<file path="src/rtl/bft_leaf_sender.sv">
// Host-side BFT leaf sender: packs 32-bit words into 49-bit packets and enforces leaf credit flow control.
// Optional packet counter output enabled by defining BFT_SENDER_PKTCNT_EN.
module bft_leaf_sender #(
  parameter int PACKET_BITS        = 49,
  parameter int PAYLOAD_BITS       = 32,
  parameter int NUM_LEAF_BITS      = 5,
  parameter int NUM_PORT_BITS      = 4,
  parameter int NUM_ADDR_BITS      = 7,
  parameter int NUM_BRAM_ADDR_BITS = 7
) (
  input  logic                          clk,
  input  logic                          reset,
  input  logic [NUM_LEAF_BITS-1:0]      dest_leaf,
  input  logic [NUM_PORT_BITS-1:0]      dest_port,
  input  logic [PAYLOAD_BITS-1:0]       din,
  input  logic                          vld_in,
  output logic                          ack_out,
  input  logic [PACKET_BITS-1:0]        din_bft2sender,
  output logic [PACKET_BITS-1:0]        dout_sender2bft,
  input  logic                          resend,
  output logic [NUM_BRAM_ADDR_BITS:0]   credit
`ifdef BFT_SENDER_PKTCNT_EN
  ,
  output logic [31:0]                   pkt_count
`endif
);

  localparam int CRED_W     = NUM_BRAM_ADDR_BITS + 1;
  localparam int SUM_W      = NUM_BRAM_ADDR_BITS + 2;
  localparam int MAX_CREDIT = 1 << NUM_BRAM_ADDR_BITS;
  localparam int PORT_LSB   = PAYLOAD_BITS + NUM_ADDR_BITS;

  typedef enum logic [1:0] {
    S_RUN    = 2'd0,
    S_NOCRED = 2'd1,
    S_HOLD   = 2'd2
  } state_t;

  state_t                        state_reg, state_next;
  logic [CRED_W-1:0]             credit_reg, credit_next;
  logic [NUM_BRAM_ADDR_BITS-1:0] wr_ptr_reg;
  logic [PACKET_BITS-1:0]        dout_reg;
  logic                          accept;
  logic                          upd_valid;
  logic [CRED_W-1:0]             upd_n;
  logic [SUM_W-1:0]              credit_sum;
  logic [NUM_ADDR_BITS-1:0]      slot_addr;

  assign accept  = vld_in & (credit_reg != '0) & ~resend & (state_reg == S_RUN);
  assign ack_out = accept & ~reset;

  // Freespace updates arrive on the control port (port 0) of the return bus.
  assign upd_valid = din_bft2sender[PACKET_BITS-1] &
                     (din_bft2sender[PORT_LSB +: NUM_PORT_BITS] == '0);
  assign upd_n     = upd_valid ? din_bft2sender[CRED_W-1:0] : '0;

  // One extra bit of headroom lets an oversized update be detected and clamped.
  always_comb begin
    credit_sum  = SUM_W'(credit_reg) - SUM_W'(accept) + SUM_W'(upd_n);
    credit_next = credit_reg;
    if (credit_sum > SUM_W'(MAX_CREDIT)) begin
      credit_next = CRED_W'(MAX_CREDIT);
    end else begin
      credit_next = CRED_W'(credit_sum);
    end
  end

  always_comb begin
    state_next = state_reg;
    if (resend) begin
      state_next = S_HOLD;
    end else begin
      case (state_reg)
        S_RUN:    if (credit_next == '0) state_next = S_NOCRED;
        S_NOCRED: if (credit_next != '0) state_next = S_RUN;
        S_HOLD:   state_next = (credit_next != '0) ? S_RUN : S_NOCRED;
        default:  state_next = S_RUN;
      endcase
    end
  end

  assign slot_addr = NUM_ADDR_BITS'(wr_ptr_reg);

  always_ff @(posedge clk or posedge reset) begin
    if (reset) begin
      state_reg  <= S_RUN;
      credit_reg <= CRED_W'(MAX_CREDIT);
      wr_ptr_reg <= '0;
      dout_reg   <= '0;
    end else begin
      state_reg  <= state_next;
      credit_reg <= credit_next;
      if (accept) begin
        wr_ptr_reg <= wr_ptr_reg + 1'b1;
        dout_reg   <= {1'b1, dest_leaf, dest_port, slot_addr, din};
      end else begin
        dout_reg   <= '0;
      end
    end
  end

  // A packet registered just before resend rises is dropped, not replayed.
  assign dout_sender2bft = resend ? '0 : dout_reg;
  assign credit          = credit_reg;

`ifdef BFT_SENDER_PKTCNT_EN
  logic [31:0] pkt_count_reg;

  always_ff @(posedge clk or posedge reset) begin
    if (reset) begin
      pkt_count_reg <= '0;
    end else if (accept) begin
      pkt_count_reg <= pkt_count_reg + 32'd1;
    end
  end

  assign pkt_count = pkt_count_reg;
`endif

endmodule

</file>
<file path="config.mk">
export PLATFORM = sky130hd
export DESIGN_NAME = bft_leaf_sender
export DESIGN_NICKNAME = d
export VERILOG_FILES = /design/src/rtl/bft_leaf_sender.sv
export SDC_FILE = /design/constraint.sdc
export NUM_CORES = 1
export LEC_CHECK = 0
export BUFFER_PORTS_ARGS = -buffer_cell sky130_fd_sc_hd__buf_2
export CAP_MARGIN = 15
export CORE_MARGIN = 1.5
export CORE_UTILIZATION = 42
export CTS_CLUSTER_DIAMETER = 200
export DETAILED_ROUTE_END_ITERATION = 16
export PLACE_DENSITY = 0.76
export SLEW_MARGIN = 20
export SYNTH_ARGS = -nofsm -noshare
export SYNTH_HDL_FRONTEND = slang
export SYNTH_SLANG_ARGS = --single-unit
</file>
<file path="constraint.sdc">
create_clock -name clk -period 3.2 [get_ports clk]
set_input_delay 0.32 -clock clk [delete_from_list [all_inputs] [get_ports clk]]
set_output_delay 0.32 -clock clk [all_outputs]
set_load 0.01 [all_outputs]
</file>
* After elaboration in Yosys (flattened, before gate mapping)
Cells that the tools add are included.
** Word-level totals
- Bits in latches :: 0
- Word-level logic and storage cells :: 34
- Bits in read-only memories :: 0
- Memories :: 0
- Bits of input ports :: 94
- Register bits :: 66
- Output and inout port bits :: 58
- Bits in writable memories :: 0
** Cells by class
- Bitwise gates (word level) :: 7
- Order comparisons :: 1
- Multiply operators :: 0
- Reduce and logical (&&, ||, !) cells :: 6
- Add/sub/neg operators :: 3
- Equal/unequal tests :: 4
- Shift-type cells :: 0
- Mux-type cells :: 9
- Divide/modulo/power cells :: 0
** Operator list (number)
- 2-to-1 mux 49 bit :: 2
- 2-to-1 mux 8 bit :: 2
- nonzero test 8 bit :: 2
- adder 9 x 8 -> 9 bit :: 1
- > comparator 9 x 8 -> 1 bit (second input constant) :: 1
- subtractor 8 x 1 -> 9 bit :: 1
- zero test 8 bit :: 1
- adder 7 x 1 -> 7 bit (second input constant) :: 1
- 2-to-1 mux 2 bit :: 3
- one-hot mux 2 bit (3 select lines) :: 1
- bitwise AND 1 bit :: 5
- zero test 4 bit :: 1
- inequality test 3 x 2 -> 1 bit (second input constant) :: 1
- inequality test 3 bit (second input constant) :: 1
- equality test 2 x 1 -> 1 bit (second input constant) :: 1
- equality test 2 bit (second input constant) :: 1
- zero test 2 bit :: 1
- NOT 1 bit :: 2
- AND reduction 2 bit :: 1
- 2-to-1 mux 1 bit :: 1

* Depth between registers and ports, before layout
Gate-level depths: netlist (run 1).
- Depth after elaboration :: 12
- Mapped depth :: 12

* Worst setup path before layout (run 1)
OpenSTA, ideal clock, no wires.
- Path kind :: register to register
- Start point :: register state_reg[1]
- End point :: register state_reg[0]
- Stages on the path, launching flop included :: 13
- Arrival time :: 3.106 ns
- Setup time :: 0.111 ns
- Setup slack :: -0.017 ns
- Required time :: 3.089 ns
- Buffers on the path :: 2
- Cells stage by stage :: dfrtp_1 or4b_1 a21oi_1 buf_4 buf_2 xnor2_1 ha_1 fa_1 a211oi_2 o21bai_1 a221oi_2 nand3_1 a2111oi_2
** Between the ends
- Cells in the longest elaborated chain, start to end :: 10
- Elaborated cells between the ends (all ways) :: 16
** Ends and longest elaborated chain
- from (decl) :: line 39 : state_t state_reg, state_next;
- from (signal assigned) :: line 91 : state_reg <= state_next;
- zero test 2 bit (*) :: line 49 : assign accept = vld_in & (credit_reg != '0) & ~resend & (state_reg == S_RUN);
- bitwise AND 1 bit (*) :: line 49
- via accept :: line 43 : logic accept;
- subtractor 8 x 1 -> 9 bit (*) :: line 59 : credit_sum = SUM_W'(credit_reg) - SUM_W'(accept) + SUM_W'(upd_n);
- adder 9 x 8 -> 9 bit (*) :: line 59
- > comparator 9 x 8 -> 1 bit :: line 61 : if (credit_sum > SUM_W'(MAX_CREDIT)) begin
- 2-to-1 mux 8 bit (*) :: line 61
- nonzero test 8 bit :: line 75, 76
- 2-to-1 mux 1 bit :: line 76 : S_HOLD: state_next = (credit_next != '0) ? S_RUN : S_NOCRED;
- one-hot mux 2 bit (3 select lines) :: line 73 : case (state_reg)
- 2-to-1 mux 2 bit :: line 70 : if (resend) begin
The timed path passes the listed nets; every way through them passes the cells marked *.
A chain may end at the register's enable or synchronous reset.

* Worst setup path in the final report (run 1)
- Start point :: register state_reg[1]
- End point :: register state_reg[0]
** Between the ends
- Cells in the longest elaborated chain, start to end :: 10
- Elaborated cells between the ends (all ways) :: 16
** Ends and longest elaborated chain
- zero test 2 bit (*) :: line 49
- bitwise AND 1 bit (*) :: line 49
- subtractor 8 x 1 -> 9 bit (*) :: line 59
- adder 9 x 8 -> 9 bit (*) :: line 59
- > comparator 9 x 8 -> 1 bit :: line 61
- 2-to-1 mux 8 bit (*) :: line 61
- via credit_next[7] :: line 40 : logic [CRED_W-1:0] credit_reg, credit_next;
- nonzero test 8 bit :: line 75, 76
- 2-to-1 mux 1 bit :: line 76
- one-hot mux 2 bit (3 select lines) :: line 73
- 2-to-1 mux 2 bit :: line 70
Marked as above.

==> impl_metrics.py, run 1 <==
metrics = {
    "finish": {
        "syn_to_final_growth_pct": 31.2,
        "final_cell_area_um2": 4180,
        "finish.utilization": 0.573,
        "final_layout_size_suffix_gt1_frac": 0.370,
        "fin_nets": 530,
        "largest_reg_flops": 49,
        "insertedDiodeCount": 0,
    },
    "placed_design": {
        "hpwl_um": 4650,
        "gp_congestion": 0.948,
        "postPlaceCellArea_um2": 3900,
        "portBuffers": 115,
    },
    "power_and_ir_drop": {
        "p_int_w": 0.00193,
        "swShare": 0.324,
        "p_leak_nw": 2.24,
        "ir_drop_uv": 462,
        "clock_power_share": 0.299,
        "switchingPower_w": 0.000929,
        "combPwrFrac": 0.351,
        "power_w": 0.00286,
        "power_frac_seq": 0.350,
        "power_density_nw_per_um2": 685,
    },
    "drt": {
        "ant_nets": 0,
        "wl_per_cell_um": 12.3,
        "drt_iter0_markers": 153,
        "routed_wl_um": 6440,
        "vias_per_cell": 4.58,
        "num_vias": 2397,
        "drc": 0,
        "dr.pass1.iters": 4,
    },
    "yosys": {
        "yosys.area.top_type": "dfrtp_1",
        "synth_top_area_share": 0.510,
        "synth-edff-count": 0,
        "syn-mean-instance-area_um2": 10.7,
        "ys_ff_latch": 66,
        "synth_area_um2": 3190,
        "ys_warn_count": 0,
        "postSynthCellCount": 297,
        "synthArstFlopShare": 1.00,
        "synth_commonest_cells": "dfrtp_1, nor2b_1, and2_1, inv_1, ha_1",
        "ys.flop_type": "dfrtp_1",
        "yosysMostFrequentCell": "dfrtp_1",
        "synth-seq-area-share": 0.518,
        "synth_area_leaders": "dfrtp_1, nor2b_1, and2_1, ha_1, inv_1",
        "ys_types": 43,
        "synth_fp_nets": 408,
    },
    "sta": {
        "slew_violations": 0,
        "min_period_ps": 3030,
        "period_share": 0.946,
        "slew_headroom": 0.618,
        "hold_viol": 0,
        "tightestPinTransition_ps": 572,
        "fmax_mhz": 330,
        "finalSetupViolCount": 0,
        "fin_skew_ps": 9.88,
    },
    "global_route": {
        "first_global_vias": 2317,
        "grt-ovfl-total": 0,
        "grt_max_degree": 52,
        "grt_use_total": 0.163,
        "antenna_found_initial": 0,
        "grt_pass1_wl_um": 10600,
    },
    "floorplan": {
        "num_io_pins": 152,
        "floorplan.initialDensity": 0.437,
        "rows": 31,
        "core_um2": 7290,
        "die_y_um": 90.1,
        "die-area_um2": 8120,
        "die_x_um": 90.1,
    },
    "cts": {
        "cts_tree": "done",
        "cts_sinks": 66,
        "htreeDepth": 3,
        "clock_latency_ps": 340,
        "cts_root_buffer": "clkbuf_8",
        "clk_pin_slew_ps": 80,
        "cts_buffers": 9,
        "clockBufferDepth": 2,
    },
    "setup_path": {
        "r2r-start": "state_reg[1]$_DFFE_PP0P_",
        "worst-setup-path-type": "reg -> reg",
        "cp_data_arrival_time_ps": 3260,
        "rr_worst_depth": 10,
        "r2r_setup_slack_ps": 170,
        "cp-startpoint": "state_reg[1]$_DFFE_PP0P_",
        "endpoint_kind": "flip-flop",
        "critical_path_required_ps": 3440,
        "worstPathMaxFanout": 6,
        "timing.rr.end": "state_reg[0]$_DFFE_PP0P_",
        "startpoint_type": "flip-flop",
        "endpoint": "state_reg[0]$_DFFE_PP0P_",
    },
    "run": {
        "drv_cap": 0,
    },
    "outcome": {
        "status": "complete, no violations",
    },
    "min_path": {
        "hp-class": "in -> reg",
        "min_delay_path_depth": 2,
    },
}
power groups by stage:
stage / combinational [W] / clock, W / sequential [W]
2_1_floorplan: 0.000720 / 0 / 0.00102
3_3_place_gp: 0.000961 / 0 / 0.00102
3_5_place_dp: 0.000982 / 0 / 0.00102
4_1_cts: 0.000990 / 0.000874 / 0.00100
5_1_grt: 0.00112 / 0.000908 / 0.00101
6_report: 0.00101 / 0.000855 / 0.00100
worst min path at each step:
stage,to,start,slack (ps)
6_report,dout_reg[20]$_DFF_PP0_,din[20],190
5_1_grt,dout_reg[30]$_DFF_PP0_,din[30],170
4_1_cts,dout_reg[11]$_DFF_PP0_,din[11],170
3_5_place_dp,dout_reg[17]$_DFF_PP0_,reset,330
3_3_place_gp,dout_reg[11]$_DFF_PP0_,reset,320
2_1_floorplan,state_reg[1]$_DFFE_PP0P_,resend,420
routing by layer:
metal / vias to the layer above / wire length, µm / share of wire / global-route usage
met5: - / 0 / 0 / 0
met4: 0 / 87 / 0.014 / 0.0556
met3: 10 / 321 / 0.050 / 0.0499
met2: 76 / 3220 / 0.50 / 0.277
met1: 1110 / 2810 / 0.44 / 0.197
li1: 1201 / - / - / -
critical path, cell delays in order, from the launching register on:
cell       delay [ps]
dfrtp_1           390
or4b_1            570
a21oi_4           170
xnor2_1           100
ha_2              210
fa_2              380
a211oi_4          310
o21a_1            180
or3_1             170
nand3_2           160
a2111oi_2         290
cells in the final DEF, fill, tap and decap left out, types with 2 or more instances in the layout:
cell | Yosys | final
and3b_1 | 2 | 2
nor2b_1 | 51 | 51
bufinv_16 | 0 | 3
nand2_1 | 10 | 10
buf_2 | 1 | 115
xor2_1 | 2 | 2
buf_4 | 1 | 8
nor4_1 | 4 | 4
nand3_2 | 3 | 3
nand3_1 | 7 | 7
inv_1 | 21 | 20
o21ai_0 | 3 | 3
o21a_1 | 3 | 3
a211oi_2 | 3 | 3
and2_1 | 49 | 49
nor3b_1 | 3 | 3
dfrtp_1 | 65 | 65
nor2_1 | 8 | 8
or3_1 | 3 | 3
ha_1 | 16 | 15
a21oi_1 | 3 | 2
xnor2_1 | 7 | 7
clkbuf_8 | 0 | 10
cell families after synthesis:
family,Yosys count,share of synthesized area
AND/OR/NAND/NOR,145,0.277
flip-flops,66,0.518
buffers and inverters,34,0.0416
AO/OA/AOI/OAI,25,0.0659
adder cells (fa/ha/maj),17,0.0691
XOR/XNOR,9,0.0247
multiplexers,1,0.00353
stage by stage:
step	hold WS, ps	setup slack [ps]	instances	TNS, ps
6_report	186	174	523	0
3_5_place_dp	326	46.3	505	0
2_1_floorplan	418	35.9	297	0
5_1_grt	174	-2.50	523	-2.50
3_3_place_gp	323	93.6	505	0
4_1_cts	167	70.0	522	0
final cells by class:
class	instances	area, µm²
clock buffer	10	138
multi-input combinational	197	1430
clock inverter	6	111
inverter	21	78.8
sequential	66	1650
fill	645	3110
timing repair buffer	124	646
tap	99	124
repair_timing:
| action | in CTS | in global routing |
|---|---|---|
| setup buffers | 0 | 1 |
| endpoints found under the hold margin | 18 | 0 |
| hold buffers | 1 | 0 |
| setup endpoints to repair | 0 | 3 |
| resized for setup | 0 | 4 |
Note: power is estimated with default switching activity, not from simulation.
==> inputs of run 2 (changes only) <==
--- a/config.mk
+++ b/config.mk
@@ -8,10 +8,10 @@
 export BUFFER_PORTS_ARGS = -buffer_cell sky130_fd_sc_hd__buf_2
 export CAP_MARGIN = 15
 export CORE_MARGIN = 1.5
-export CORE_UTILIZATION = 42
+export CORE_UTILIZATION = 50
 export CTS_CLUSTER_DIAMETER = 200
 export DETAILED_ROUTE_END_ITERATION = 16
-export PLACE_DENSITY = 0.76
+export PLACE_DENSITY = 0.85
 export SLEW_MARGIN = 20
 export SYNTH_ARGS = -nofsm -noshare
 export SYNTH_HDL_FRONTEND = slang
==> constraint.sdc (replaced) <==
create_clock -name clk -period 3.7 [get_ports clk]
set_input_delay 0.37 -clock clk [delete_from_list [all_inputs] [get_ports clk]]
set_output_delay 0.37 -clock clk [all_outputs]
set_load 0.01 [all_outputs]
==> run 2 against run 1 <==
Effect of this change:
- clock skew decreased by 6.4 ps
- setup slack improved by 250 ps
- largest power group is now registers
- largest cell class unchanged
- first-iteration DRC count decreased by 23%
- total power decreased by 13%
- routed wire length decreased by 2.9%
- critical endpoint unchanged
- final cell count decreased by 5.7%
- sequential cell count unchanged
- via count unchanged
- register-to-register slack improved by 250 ps
==> impl_metrics.py, run 2 (synthesis results as in run 1) <==
metrics = {
    "outcome": {
        "status": "complete, no violations",
    },
    "drt": {
        "num_vias": 2397,
        "wl_per_cell_um": 12.7,
        "drc": 0,
        "drt_iter0_markers": 118,
        "ant_nets": 0,
        "routed_wl_um": 6250,
        "vias_per_cell": 4.86,
        "dr.pass1.iters": 7,
    },
    "global_route": {
        "antenna_found_initial": 0,
        "grt_max_degree": 67,
        "grt_pass1_wl_um": 10900,
        "grt-ovfl-total": 0,
        "grt_use_total": 0.197,
        "first_global_vias": 2478,
    },
    "power_and_ir_drop": {
        "power_density_nw_per_um2": 608,
        "power_frac_seq": 0.350,
        "power_w": 0.00250,
        "p_leak_nw": 2.22,
        "combPwrFrac": 0.334,
        "swShare": 0.312,
        "clock_power_share": 0.316,
        "p_int_w": 0.00172,
        "switchingPower_w": 0.000780,
        "ir_drop_uv": 378,
    },
    "finish": {
        "final_cell_mix": "buf_2, dfrtp_1, nor2b_1",
        "largest_reg_flops": 49,
        "final_common_cell": "buf_2",
        "insertedDiodeCount": 0,
        "syn_to_final_growth_pct": 28.7,
        "fin_nets": 524,
        "fillers": 481,
        "final_layout_size_suffix_gt1_frac": 0.354,
    },
    "cts": {
        "cts_tree": "done",
        "cts_hold_buffers": 0,
        "clk_pin_slew_ps": 70,
        "cts_buffers": 9,
        "cts_setup_buffers": 0,
        "cts_root_buffer": "clkbuf_8",
        "ctsResizeCount": 0,
        "htreeDepth": 3,
        "cts_sinks": 66,
        "clockBufferDepth": 2,
        "clock_latency_ps": 330,
    },
    "floorplan": {
        "num_io_pins": 152,
        "floorplan.initialDensity": 0.529,
        "die-area_um2": 6860,
        "core_um2": 6030,
        "die_y_um": 82.9,
        "rows": 28,
        "die_x_um": 82.9,
    },
    "run": {
        "drv_cap": 0,
    },
    "min_path": {
        "hp-class": "in -> reg",
    },
    "sta": {
        "final.setup.tns_ps": 0,
        "rsz0062_at_grt": "false",
        "slew_headroom": 0.473,
        "fmax_mhz": 305,
        "slew_violations": 0,
        "fin_skew_ps": 3.49,
        "hold_viol": 0,
        "period_share": 0.886,
        "min_period_ps": 3280,
        "finalSetupViolCount": 0,
        "tightestPinTransition_ps": 791,
    },
    "setup_path": {
        "worst-setup-path-type": "reg -> reg",
        "critical_path_required_ps": 3930,
        "cp_data_arrival_time_ps": 3500,
        "startpoint_type": "flip-flop",
        "endpoint_kind": "flip-flop",
        "worstPathMaxFanout": 9,
    },
    "placed_design": {
        "hpwl_um": 4460,
        "gp_congestion": 0.823,
        "portBuffers": 115,
    },
}
## run 2: changes by cell type in the layout (fill, tap and decap cells not counted), sizes merged
cell / change
clkinvlp: -1
dlygate4sd3: -1
bufinv: +1
buf: -5
clkbuf: +1
inv: -1
## run 2: worst paths after layout
kind,from,endpoint,slack [ps],depth (start not counted)
min in group asynchronous,reset,dout_reg[12]$_DFF_PP0_,260,3
hold / removal,din[2],dout_reg[2]$_DFF_PP0_,240,2
hold reg to reg,slot_addr[6]$_DFFE_PP0P_,slot_addr[6]$_DFFE_PP0P_,460,1
setup reg to reg,credit[5]$_DFF_PP0_,state_reg[0]$_DFFE_PP0P_,420,10
max in group asynchronous,reset,slot_addr[6]$_DFFE_PP0P_,2900,3
setup / recovery,credit[5]$_DFF_PP0_,state_reg[0]$_DFFE_PP0P_,420,10
## run 2: power groups by stage
stage                     Sequential (W)  Combinational [W]  Clock, W
after floorplan                 0.000878           0.000622         0
after global placement          0.000878           0.000807         0
after detailed placement        0.000885           0.000832         0
after CTS                       0.000873           0.000839  0.000807
after global routing            0.000885           0.000939  0.000843
final                           0.000873           0.000834  0.000789
## run 2: cell type report
| cell class | count | area (µm²) | area share |
|---|---|---|---|
| Sequential cell | 66 | 1650 | 0.403 |
| Inverter | 21 | 78.8 | 0.0192 |
| Clock buffer | 11 | 141 | 0.0345 |
| Tap cell | 75 | 93.8 | 0.0229 |
| Timing Repair Buffer | 118 | 598 | 0.146 |
| Multi-Input combinational cell | 197 | 1410 | 0.345 |
| Clock inverter | 5 | 125 | 0.0305 |
## run 2: routing by layer
| layer | vias up | global-route usage | wire, µm |
|---|---|---|---|
| met5 | - | 0 | 0 |
| met2 | 74 | 0.352 | 3200 |
| met1 | 1122 | 0.219 | 2600 |
| met4 | 0 | 0.0636 | 76 |
| met3 | 8 | 0.0706 | 377 |
| li1 | 1193 | - | - |
## run 2: per-stage QoR
stage | util | setup slack [ps] | cells | hold WS [ps] | cell area [µm²]
final | 0.681 | 423 | 493 | 237 | 4100
after global routing | 0.681 | 140 | 493 | 218 | 4100
after CTS | 0.681 | 412 | 493 | 217 | 4100
after detailed placement | 0.637 | 375 | 477 | 459 | 3840
after global placement | 0.637 | 426 | 477 | 455 | 3840
after floorplan | - | 483 | 297 | 436 | 3190
## run 2: critical path, cell delays in order (launching register included)
cell and delay, ps:
dfrtp_1 400, nor4_1 600, a21oi_4 180, xnor2_1 170
ha_1 230, fa_1 420, a211oi_2 330, o21bai_1 140
a221oi_2 270, nand3_1 140, a2111oi_2 280
==> inputs of run 3 (changes only) <==
--- a/config.mk
+++ b/config.mk
@@ -7,11 +7,13 @@
 export LEC_CHECK = 0
 export BUFFER_PORTS_ARGS = -buffer_cell sky130_fd_sc_hd__buf_2
 export CAP_MARGIN = 15
+export CELL_PAD_IN_SITES_DETAIL_PLACEMENT = 1
+export CELL_PAD_IN_SITES_GLOBAL_PLACEMENT = 1
 export CORE_MARGIN = 1.5
-export CORE_UTILIZATION = 50
+export CORE_UTILIZATION = 37
 export CTS_CLUSTER_DIAMETER = 200
 export DETAILED_ROUTE_END_ITERATION = 16
-export PLACE_DENSITY = 0.85
+export PLACE_DENSITY_LB_ADDON = 0.1
 export SLEW_MARGIN = 20
 export SYNTH_ARGS = -nofsm -noshare
 export SYNTH_HDL_FRONTEND = slang
==> run 3 against run 2 <==
Effect of this change:
- clock power down 14%
- via count up 1.7%
- routed wire length up 12%
- critical path type unchanged
- largest cell class unchanged
- largest power group unchanged
==> impl_metrics.py, run 3 (synthesis results as in run 1) <==
metrics = {
    "finish": {
        "syn_to_final_growth_pct": 29.2,
        "final_common_cell": "buf_2",
        "fin_nets": 526,
        "finish.utilization": 0.496,
        "final_layout_size_suffix_gt1_frac": 0.360,
        "final_cell_mix": "buf_2, dfrtp_1, nor2b_1",
        "insertedDiodeCount": 0,
        "finalNonFillerCells": 525,
        "largest_reg_flops": 49,
        "final_cell_area_um2": 4120,
        "fillers": 969,
    },
    "setup_path": {
        "rr_worst_depth": 10,
        "worstPathMaxFanout": 4,
        "worst-setup-path-type": "reg -> reg",
        "endpoint_kind": "flip-flop",
        "endpoint": "state_reg[0]$_DFFE_PP0P_",
        "cp_data_arrival_time_ps": 3440,
        "critical_path_required_ps": 3930,
        "startpoint_type": "flip-flop",
        "r2r_setup_slack_ps": 490,
        "timing.rr.end": "state_reg[0]$_DFFE_PP0P_",
        "cp-startpoint": "state_reg[1]$_DFFE_PP0P_",
        "r2r-start": "state_reg[1]$_DFFE_PP0P_",
    },
    "outcome": {
        "status": "complete, no violations",
    },
    "cts": {
        "htreeDepth": 3,
        "cts_root_buffer": "clkbuf_8",
        "clock_latency_ps": 340,
        "cts_sinks": 66,
        "cts_tree": "done",
        "cts_buffers": 9,
        "cts_setup_buffers": 0,
        "clk_pin_slew_ps": 80,
        "ctsResizeCount": 0,
        "cts_hold_buffers": 0,
        "clockBufferDepth": 2,
    },
    "run": {
        "drv_cap": 0,
    },
    "drt": {
        "wl_per_cell_um": 13.4,
        "drt_iter0_markers": 64,
        "ant_nets": 0,
        "num_vias": 2438,
        "vias_per_cell": 4.64,
        "dr.pass1.iters": 4,
        "drc": 0,
        "routed_wl_um": 7020,
    },
    "sta": {
        "hold_viol": 0,
        "slew_headroom": 0.550,
        "period_share": 0.867,
        "fmax_mhz": 312,
        "fin_skew_ps": 8.00,
        "final.setup.tns_ps": 0,
        "slew_violations": 0,
        "rsz0062_at_grt": "false",
        "tightestPinTransition_ps": 674,
        "min_period_ps": 3210,
        "finalSetupViolCount": 0,
    },
    "placed_design": {
        "postPlaceCellArea_um2": 3890,
        "hpwl_um": 5150,
        "gp_congestion": 0.780,
        "numPlacedInstances": 509,
        "portBuffers": 115,
    },
    "floorplan": {
        "floorplan.initialDensity": 0.384,
        "die-area_um2": 9180,
        "die_y_um": 95.8,
        "core_um2": 8300,
        "num_io_pins": 152,
        "rows": 33,
        "die_x_um": 95.8,
    },
    "global_route": {
        "grt_pass1_wl_um": 11100,
        "grt_max_degree": 55,
        "grt-ovfl-total": 0,
        "antenna_found_initial": 0,
        "grt_use_total": 0.162,
        "first_global_vias": 2387,
    },
    "power_and_ir_drop": {
        "ir_drop_uv": 389,
        "power_density_nw_per_um2": 586,
        "p_leak_nw": 2.21,
    },
    "min_path": {
        "hp-class": "in -> async",
    },
}
run 3: how the worst min path moves through the flow:
stage          depth (start not counted)                     start  slack, ps                  endpoint
2_1_floorplan                          1  state_reg[1]$_DFFE_PP0P_        440  state_reg[0]$_DFFE_PP0P_
3_3_place_gp                           1  state_reg[0]$_DFFE_PP0P_        450  state_reg[0]$_DFFE_PP0P_
3_5_place_dp                           1  slot_addr[6]$_DFFE_PP0P_        460  slot_addr[6]$_DFFE_PP0P_
4_1_cts                                2                     reset        140    dout_reg[18]$_DFF_PP0_
5_1_grt                                2                     reset        160    dout_reg[13]$_DFF_PP0_
6_report                               2                     reset        120    dout_reg[19]$_DFF_PP0_
run 3: per-stage QoR:
stage | power (W) | setup WS (ps) | hold WS (ps)
after floorplan | 0.00150 | 483 | 436
after global placement | 0.00173 | 460 | 453
after detailed placement | 0.00175 | 414 | 463
after CTS | 0.00245 | 482 | 140
after global routing | 0.00260 | 222 | 164
final | 0.00241 | 491 | 117
run 3: power breakdown:
part	switching (W)	total [W]	internal, W
registers	0.0000571	0.000868	0.000811
logic	0.000482	0.000862	0.000380
clock network	0.000284	0.000682	0.000399
total	0.000823	0.00241	0.00159
run 3: area by class of cell:
type | instances | area, µm² | share of cell area
multi-input cells | 197 | 1410 | 0.343
well taps | 105 | 131 | 0.0319
repair buffers | 120 | 613 | 0.149
flip-flops and latches | 66 | 1650 | 0.401
clock inverters | 6 | 90.1 | 0.0219
clock buffers | 10 | 138 | 0.0334
inverters | 21 | 78.8 | 0.0191
run 3: per-layer routing:
layer | global-route usage | part of all wire
met4 | 0.0625 | 0.018
met1 | 0.199 | 0.43
met5 | 0 | 0
met3 | 0.0569 | 0.057
met2 | 0.259 | 0.49
run 3: critical path, stage by stage (launching register included):
cell	delay [ps]
dfrtp_1	390
or4b_1	570
a21oi_4	170
xnor2_1	90
ha_1	220
fa_1	430
a211oi_2	350
nor3b_1	110
a211oi_2	340
nand3_1	160
a2111oi_2	290
